## src/rtl/mmc_resp_receiver.sv

```systemverilog
// MMC boot response receiver: finds the CMD start bit, shifts in an R1/R3 (48-bit)
// or R2 (136-bit) frame, checks framing and CRC7 and returns index/argument fields.
module mmc_resp_receiver #(
  parameter int NCR_MAX = 32'sd64,
  parameter int CNT_W   = 32'sd8
) (
  input  logic        cclk,
  input  logic        rst_n,
  input  logic        sample_en,
  input  logic        arm,
  input  logic        abort,
  input  logic [1:0]  resp_type,
  input  logic        mmc_cmd_in,
  output logic        busy,
  output logic        resp_valid,
  output logic        resp_crc_err,
  output logic        resp_frame_err,
  output logic        resp_timeout,
  output logic [5:0]  resp_cmd_idx,
  output logic [31:0] resp_arg
);

  typedef enum logic [1:0] {
    IDLE       = 2'd0,
    WAIT_START = 2'd1,
    SHIFT      = 2'd2,
    DONE       = 2'd3
  } state_e;

  localparam logic [1:0]       TYPE_R1     = 2'b00;
  localparam logic [1:0]       TYPE_R2     = 2'b01;
  localparam logic [1:0]       TYPE_R3     = 2'b10;
  localparam logic [1:0]       TYPE_RSVD   = 2'b11;
  localparam logic [CNT_W-1:0] ONE         = CNT_W'(8'd1);
  localparam logic [CNT_W-1:0] TWO         = CNT_W'(8'd2);
  localparam logic [CNT_W-1:0] EIGHT       = CNT_W'(8'd8);
  localparam logic [CNT_W-1:0] LEN_R1      = CNT_W'(8'd48);
  localparam logic [CNT_W-1:0] LEN_R2      = CNT_W'(8'd136);
  localparam logic [CNT_W-1:0] IDX_R2_CRC  = CNT_W'(8'd127);
  localparam logic [CNT_W-1:0] IDX_CRC_END = CNT_W'(8'd8);
  localparam logic [CNT_W-1:0] NCR_C       = CNT_W'(NCR_MAX);
  localparam logic [CNT_W-1:0] CNT_MAX     = {CNT_W{1'b1}};

  function automatic logic [6:0] crc7_step(input logic [6:0] crc, input logic bit_in);
    logic fb_s;
    fb_s = crc[6] ^ bit_in;
    crc7_step = {crc[5:0], 1'b0} ^ (fb_s ? 7'h09 : 7'h00);
  endfunction

  state_e           state_q;
  logic [1:0]       type_q;
  logic [CNT_W-1:0] tocnt_q;
  logic [CNT_W-1:0] bitcnt_q;
  // Holds frame bits [45:0] of the most recent 46 samples; start and transmission
  // bits are tracked separately, so the top two frame bits never need storing.
  logic [45:0]      shift_q;
  logic [6:0]       crc_q;
  logic             tbit_q;
  logic [5:0]       hdr_idx_q;

  logic             is_r2_s;
  logic [CNT_W-1:0] frame_len_s;
  logic [CNT_W-1:0] bitnum_s;
  logic [CNT_W-1:0] bitidx_s;
  logic [CNT_W-1:0] tocnt_d;
  logic [CNT_W-1:0] bitcnt_d;
  logic [6:0]       crc_d;

  // Position of the arriving bit inside the frame and the CRC value it produces.
  always_comb begin
    is_r2_s     = (type_q == TYPE_R2);
    frame_len_s = is_r2_s ? LEN_R2 : LEN_R1;
    bitnum_s    = bitcnt_q + ONE;
    bitidx_s    = frame_len_s - bitnum_s;
    tocnt_d     = tocnt_q + ONE;
    bitcnt_d    = (bitcnt_q == CNT_MAX) ? bitcnt_q : bitnum_s;
    if (is_r2_s && (bitidx_s == IDX_R2_CRC)) begin
      crc_d = crc7_step(7'h00, mmc_cmd_in);
    end else if (bitidx_s >= IDX_CRC_END) begin
      crc_d = crc7_step(crc_q, mmc_cmd_in);
    end else begin
      crc_d = crc_q;
    end
  end

  // Receiver FSM with registered status pulses and held result fields.
  always_ff @(posedge cclk or negedge rst_n) begin
    if (!rst_n) begin
      state_q        <= IDLE;
      type_q         <= TYPE_R1;
      tocnt_q        <= '0;
      bitcnt_q       <= '0;
      shift_q        <= 46'd0;
      crc_q          <= 7'h00;
      tbit_q         <= 1'b0;
      hdr_idx_q      <= 6'd0;
      busy           <= 1'b0;
      resp_valid     <= 1'b0;
      resp_crc_err   <= 1'b0;
      resp_frame_err <= 1'b0;
      resp_timeout   <= 1'b0;
      resp_cmd_idx   <= 6'd0;
      resp_arg       <= 32'd0;
    end else begin
      resp_valid   <= 1'b0;
      resp_timeout <= 1'b0;
      if (abort) begin
        state_q <= IDLE;
        busy    <= 1'b0;
      end else begin
        case (state_q)
          IDLE: begin
            if (arm) begin
              type_q  <= (resp_type == TYPE_RSVD) ? TYPE_R1 : resp_type;
              tocnt_q <= '0;
              crc_q   <= 7'h00;
              busy    <= 1'b1;
              state_q <= WAIT_START;
            end
          end
          WAIT_START: begin
            if (sample_en) begin
              if (!mmc_cmd_in) begin
                bitcnt_q <= ONE;
                crc_q    <= crc7_step(7'h00, 1'b0);
                state_q  <= SHIFT;
              end else if (tocnt_d == NCR_C) begin
                tocnt_q      <= tocnt_d;
                resp_timeout <= 1'b1;
                busy         <= 1'b0;
                state_q      <= IDLE;
              end else begin
                tocnt_q <= tocnt_d;
              end
            end
          end
          SHIFT: begin
            if (sample_en) begin
              shift_q  <= {shift_q[44:0], mmc_cmd_in};
              bitcnt_q <= bitcnt_d;
              crc_q    <= crc_d;
              if (bitnum_s == TWO) begin
                tbit_q <= mmc_cmd_in;
              end
              if (is_r2_s && (bitnum_s == EIGHT)) begin
                hdr_idx_q <= {shift_q[4:0], mmc_cmd_in};
              end
              if (bitnum_s == frame_len_s) begin
                state_q <= DONE;
              end
            end
          end
          DONE: begin
            resp_cmd_idx   <= is_r2_s ? hdr_idx_q : shift_q[45:40];
            resp_arg       <= shift_q[39:8];
            resp_crc_err   <= (type_q != TYPE_R3) && (shift_q[7:1] != crc_q);
            resp_frame_err <= tbit_q | ~shift_q[0];
            resp_valid     <= 1'b1;
            busy           <= 1'b0;
            state_q        <= IDLE;
          end
          default: begin
            busy    <= 1'b0;
            state_q <= IDLE;
          end
        endcase
      end
    end
  end

endmodule

```

## config.mk

```make
export PLATFORM = sky130hd
export DESIGN_NAME = mmc_resp_receiver
export DESIGN_NICKNAME = d
export VERILOG_FILES = /design/src/rtl/mmc_resp_receiver.sv
export SDC_FILE = /design/constraint.sdc
export NUM_CORES = 1
export LEC_CHECK = 0
export CAP_MARGIN = 10
export CORE_UTILIZATION = 56
export DETAILED_ROUTE_END_ITERATION = 10
export PLACE_DENSITY = 0.87
export SYNTH_ARGS = -nofsm -noshare
export SYNTH_HDL_FRONTEND = slang
export SYNTH_SLANG_ARGS = --single-unit
```

## constraint.sdc

```tcl
create_clock -name cclk -period 4.11 [get_ports cclk]
set_input_delay 0.822 -clock cclk [delete_from_list [all_inputs] [get_ports cclk]]
set_output_delay 0.822 -clock cclk [all_outputs]
set_load 0.05 [all_outputs]
```

# After elaboration in Yosys (flattened, before gate mapping)
# Index checks and enable logic that the tools add are counted.
word_totals:
  register_bits: 123
  in_bits: 8
op_classes:
  reduce_logical: 18
  n_bitwise: 5
  n_eq_ne: 27
  magnitude_cmp: 1
  muxes: 42
  addsub: 3
op_table:
  columns: ["op", "count"]
  rows:
  - ["two-way mux 8 bit", 8]
  - ["two-way mux 7 bit", 6]
  - ["case mux 8 bit (2 select lines)", 2]
  - ["inequality test 3 bit (second input constant)", 7]
  - ["case mux 7 bit (3 select lines)", 1]
  - ["adder 8 x 1 -> 8 bit (second input constant)", 2]
  - ["== test 8 x 7 -> 1 bit (second input constant)", 2]
  - ["two-way mux 2 bit", 8]
  - ["AND reduction 5 bit", 3]
  - ["inequality test 2 bit (second input constant)", 7]
  - ["two-way mux 1 bit", 12]
  - ["== test 8 x 2 -> 1 bit (second input constant)", 1]
  - ["== test 8 x 4 -> 1 bit (second input constant)", 1]
  - ["== test 8 bit", 1]
  - ["== test 8 bit (second input constant)", 1]
  - [">= comparator 8 x 4 -> 1 bit (second input constant)", 1]
  - ["two-way mux 4 bit", 2]
  - ["case mux 2 bit (4 select lines)", 1]
  - ["AND reduction 4 bit", 2]
  - ["subtractor 8 bit", 1]
  - ["inequality test 7 bit", 1]
  - ["AND reduction 7 bit", 1]
  - ["XOR 7 x 4 -> 7 bit", 1]
  - ["== test 2 bit (second input constant)", 3]
  - ["15 further kinds", 21]

# Longest topological paths before layout
depth:
  ltp_word: 8
  mapped_depth: 14

# Worst setup path before layout
# No wires, ideal clock.
synth_path:
  path_kind: "flip-flop to flip-flop"
  startpoint: "reg bitcnt_q[0]"
  endpoint: "reg crc_q[1]"
  setup_time_ps: 121
  period_less_slack_ps: 3243
  arrival_time_ps: 3122
  slack_ps: 867
  stages_incl_launch_ff: 15
  cell_sequence: "dfrtp_1 > ha_1 > buf_2 > and2_4 > nand2_1 > xor2_1 > ha_1 > a21oi_1 > o21ai_0 > maj3_2 > xnor2_2 > nor4b_2 > or2_1 > buf_6 > a22o_1"
synth_between:
  elab_chain_len: 7
  elab_cells_between_ends: 10
  cone_classes: "2 x add/sub; 1 x order compare; 2 x eq/ne; 3 x mux; 2 x reduce/logical"
synth_rtl:
  columns: ["element", "line_no", "text"]
  rows:
  - ["start: declaration", "53", "logic [CNT_W-1:0] bitcnt_q;"]
  - ["start signal: assignment", "140", "bitcnt_q <= bitcnt_d;"]
  - ["adder 8 x 1 -> 8 bit (*)", "73", "bitnum_s = bitcnt_q + ONE;"]
  - ["subtractor 8 bit (*)", "74", "bitidx_s = frame_len_s - bitnum_s;"]
  - ["parallel branches: the longest is 5 deep, another holds >= comparator 8 x 4 -> 1 bit", null, null]
  - ["end signal: assignment", "125", "crc_q <= crc7_step(7'h00, 1'b0);"]
  - ["end signal: assignment", "141", "crc_q <= crc_d;"]
  - ["end: declaration", "57", "logic [6:0] crc_q;"]
# Mark *: on every way between the ends. The select of a mux whose other input is x is not followed.
# A chain may end at the register's enable or synchronous reset.

# Worst setup path after layout
# Same ends and word-level chain as after synthesis.

==> metrics.csv <==
metric,value,unit
"Hold-fix buffers, CTS",0,
Setup CP Type,flop to flop,
post-route ant nets,0,
Crit Path Max Fanout,8,
CTS resizes,0,
most frequent cells in the layout,"nand2_1 (134), dfrtp_1 (123), mux2_2 (53)",
Finish-stage setup viols,0,
Inst Count DP,683,
"CP delay by family, top",adder cells,
Core Area,0.00977,mm^2
"commonest non-fill, non-tap cell in the layout",nand2_1,
Yosys reg bits,123,
Max Clock Skew,0.0103,ns
max-cap violations,0,
syn nets,536,
largest net degree at the start of global routing,57,
via count,3990,
root buf cell,clkbuf_8,
Via density,5.58,
port buffer count,50,
Final Hold Fails,0,
clock buffer depth,2,
I/O pins,51,
f_max,273,MHz
Post-Syn Instances,522,
RSZ-0062 raised after global routing,no,
GP Congestion,0.848,
status,"finished, final reports clean",
CTS tree,yes,
Initial Util,0.577,
crit path DAT,4.11,ns
post-synthesis async set-or-reset flop share,1.00,
Pleak,3.21,nW
Pwr Density,462,mW/mm^2
Main synth FF type,dfrtp_1,
Worst path max stage delay,0.51,ns
final net count,583,
Max IR drop VDD,305,uV
total negative slack,0,ns
initial antenna violation count,0,
fin. max-slew vios,0,
vias in the first global route,4224,
share of layout cells above drive strength 1,0.189,
Post-CTS Repair Setup Buffers,0,
router iterations before antenna repair,4,
P&R area growth vs syn,20.6,%
"critical path, cell by cell","ha_1, and2_4, nand2_1, xor2_1, ha_1, a21oi_1, o21ai_0, maj3_2, xnor2_2, nor4b_2, or2_1, a22o_1",
clock-pin slew on the worst setup and hold paths,0.06,ns
GRT Util Overall,0.262,
clock latency on the worst-skew pair,0.53,ns
most frequent CP cell,ha_1,
Final min period,3.66,ns
nature of the critical path endpoint,flop,
H-tree depth,4,
die height,102,um
CTS Buf Count,17,
die width,102,um
Synth Cell Area,0.00564,mm^2
"non-filler cells, final",715,
YS warnings,0,
number of remaining DRC errors,0,
number of library cell types mapped by synthesis,62,
Post-synth EDFFs,0,
final wirelength,12.3,mm
ANT cells,0,
Filler Cells Inserted,701,
Setup WS pre-CTS,0.548,ns
WP data required,4.57,ns
crit path launch type,flop,
global route overflow,0,
hpwl dp,7.56,mm
Slew @ Worst Pin,1.02,ns
num rows,36,
part of the cycle the worst path needs,0.890,
first-pass GRT wire length,20.4,mm
final worst slack,0.453,ns
"Slowest-stage cell, CP",dfrtp_1,
1st-iter DRT viols,225,
post-synthesis sequential area ratio,0.546,
routed len/inst,17.2,um
die footprint,0.0105,mm^2
max_slew headroom,0.320,
Hold Path Class,input port to asynchronous set/reset pin,
Mean Syn Cell Area,10.8,um^2
WP buf/inv,0,
clk sinks,123,
per-stage QoR:
stage | hold slack, ns | utilization | area (um^2) | total power [mW]
2_1_floorplan | 0.451 | - | 5640 | 1.59
3_3_place_gp | 0.461 | 0.636 | 6220 | 1.68
3_5_place_dp | 0.462 | 0.636 | 6220 | 1.70
4_1_cts | 0.370 | 0.696 | 6810 | 3.15
5_1_grt | 0.400 | 0.696 | 6810 | 3.26
6_report | 0.341 | 0.696 | 6810 | 3.14
kinds of logic (layout without fill, tap and decap cells):
| group | Yosys count | after routing | synth area share |
|---|---|---|---|
| fa+ha+maj | 7 | 7 | 0.0153 |
| flops | 123 | 123 | 0.546 |
| mux | 61 | 61 | 0.120 |
| compound gates | 76 | 76 | 0.0869 |
| simple gates | 197 | 197 | 0.164 |
| buf+inv | 35 | 95 | 0.0273 |
| xor+xnor | 23 | 23 | 0.0410 |
Yosys cell counts (all sizes together) (2+ instances only):
cell     instances  area [um^2]
nor4             3         25.0
o41ai            4         35.0
clkbuf          16         63.8
xor2             9         86.3
a31oi            3         18.8
mux2i            7         70.1
a22o             6         52.6
dfrtp          123         3080
nand3            9         57.6
nand2b           2         12.5
nor2b            3         18.8
o2bb2ai          3         26.3
and3             2         13.8
xnor2           14          145
nand4            4         31.3
buf             10         56.3
o211ai           2         15.0
nor3             6         35.0
nor2            13         65.1
o31ai            8         60.1
mux2            54          608
nand2          136          521
inv              9         33.8
and2             2         15.0
a21oi           12         60.1
ha               6         75.1
or3              5         31.3
nand3b           5         37.5
or2              2         12.5
o21ai           31          159
layout make-up:
class                           count  area [um^2]  share of cell area
Clock buffer                       20          445              0.0655
Multi-Input combinational cell    364         2410               0.355
Timing Repair Buffer               54          528              0.0776
Tap cell                          133          166              0.0245
Clock inverter                     12          139              0.0204
Inverter                            9         33.8             0.00496
Sequential cell                   123         3080               0.452
path summary, 6_finish.rpt:
path                       depth (start not counted)                startpoint  slack, ns                        to
min in group cclk                                  2  resp_arg[24]$_DFFE_PN0P_       0.47  resp_arg[24]$_DFFE_PN0P_
max in group asynchronous                          2                     rst_n       2.83   shift_q[41]$_DFFE_PN0P_
hold reg to reg                                    2  resp_arg[24]$_DFFE_PN0P_       0.47  resp_arg[24]$_DFFE_PN0P_
hold / removal                                     1                     rst_n       0.34    tocnt_q[4]$_DFFE_PN0P_
setup / recovery                                  12   bitcnt_q[0]$_DFFE_PN0P_       0.45      crc_q[1]$_DFFE_PN0P_
setup reg to reg                                  12   bitcnt_q[0]$_DFFE_PN0P_       0.45      crc_q[1]$_DFFE_PN0P_
report_power, final:
| group | switching, mW | leakage [nW] | internal, mW |
|---|---|---|---|
| clock network | 0.561 | 0.274 | 0.899 |
| registers | 0.0576 | 1.70 | 1.25 |
| logic | 0.231 | 1.23 | 0.146 |
sequential cells by signal, summed over array words and instances, names as in the netlist, 2 cells and up:
register and cells:
bitcnt_q 8, crc_q 7, hdr_idx_q 6, resp_arg 32
resp_cmd_idx 6, shift_q 46, state_q 2, tocnt_q 8
type_q 2
worst reg2reg max path, stage by stage, from the launching register on:
cell	delay, ns
dfrtp_1	0.51
ha_1	0.39
and2_4	0.22
nand2_1	0.06
xor2_1	0.26
ha_1	0.34
a21oi_1	0.24
o21ai_0	0.14
maj3_2	0.34
xnor2_2	0.21
nor4b_2	0.39
or2_1	0.30
a22o_1	0.18
routing by layer:
metal	wire [um]	up-vias	GRT usage
met1	5350	1971	0.324
met5	0	-	0
li1	-	1895	-
met3	446	31	0.0705
met4	304	0	0.119
met2	6190	93	0.433
No activity file was read; power rests on OpenSTA's default activity.
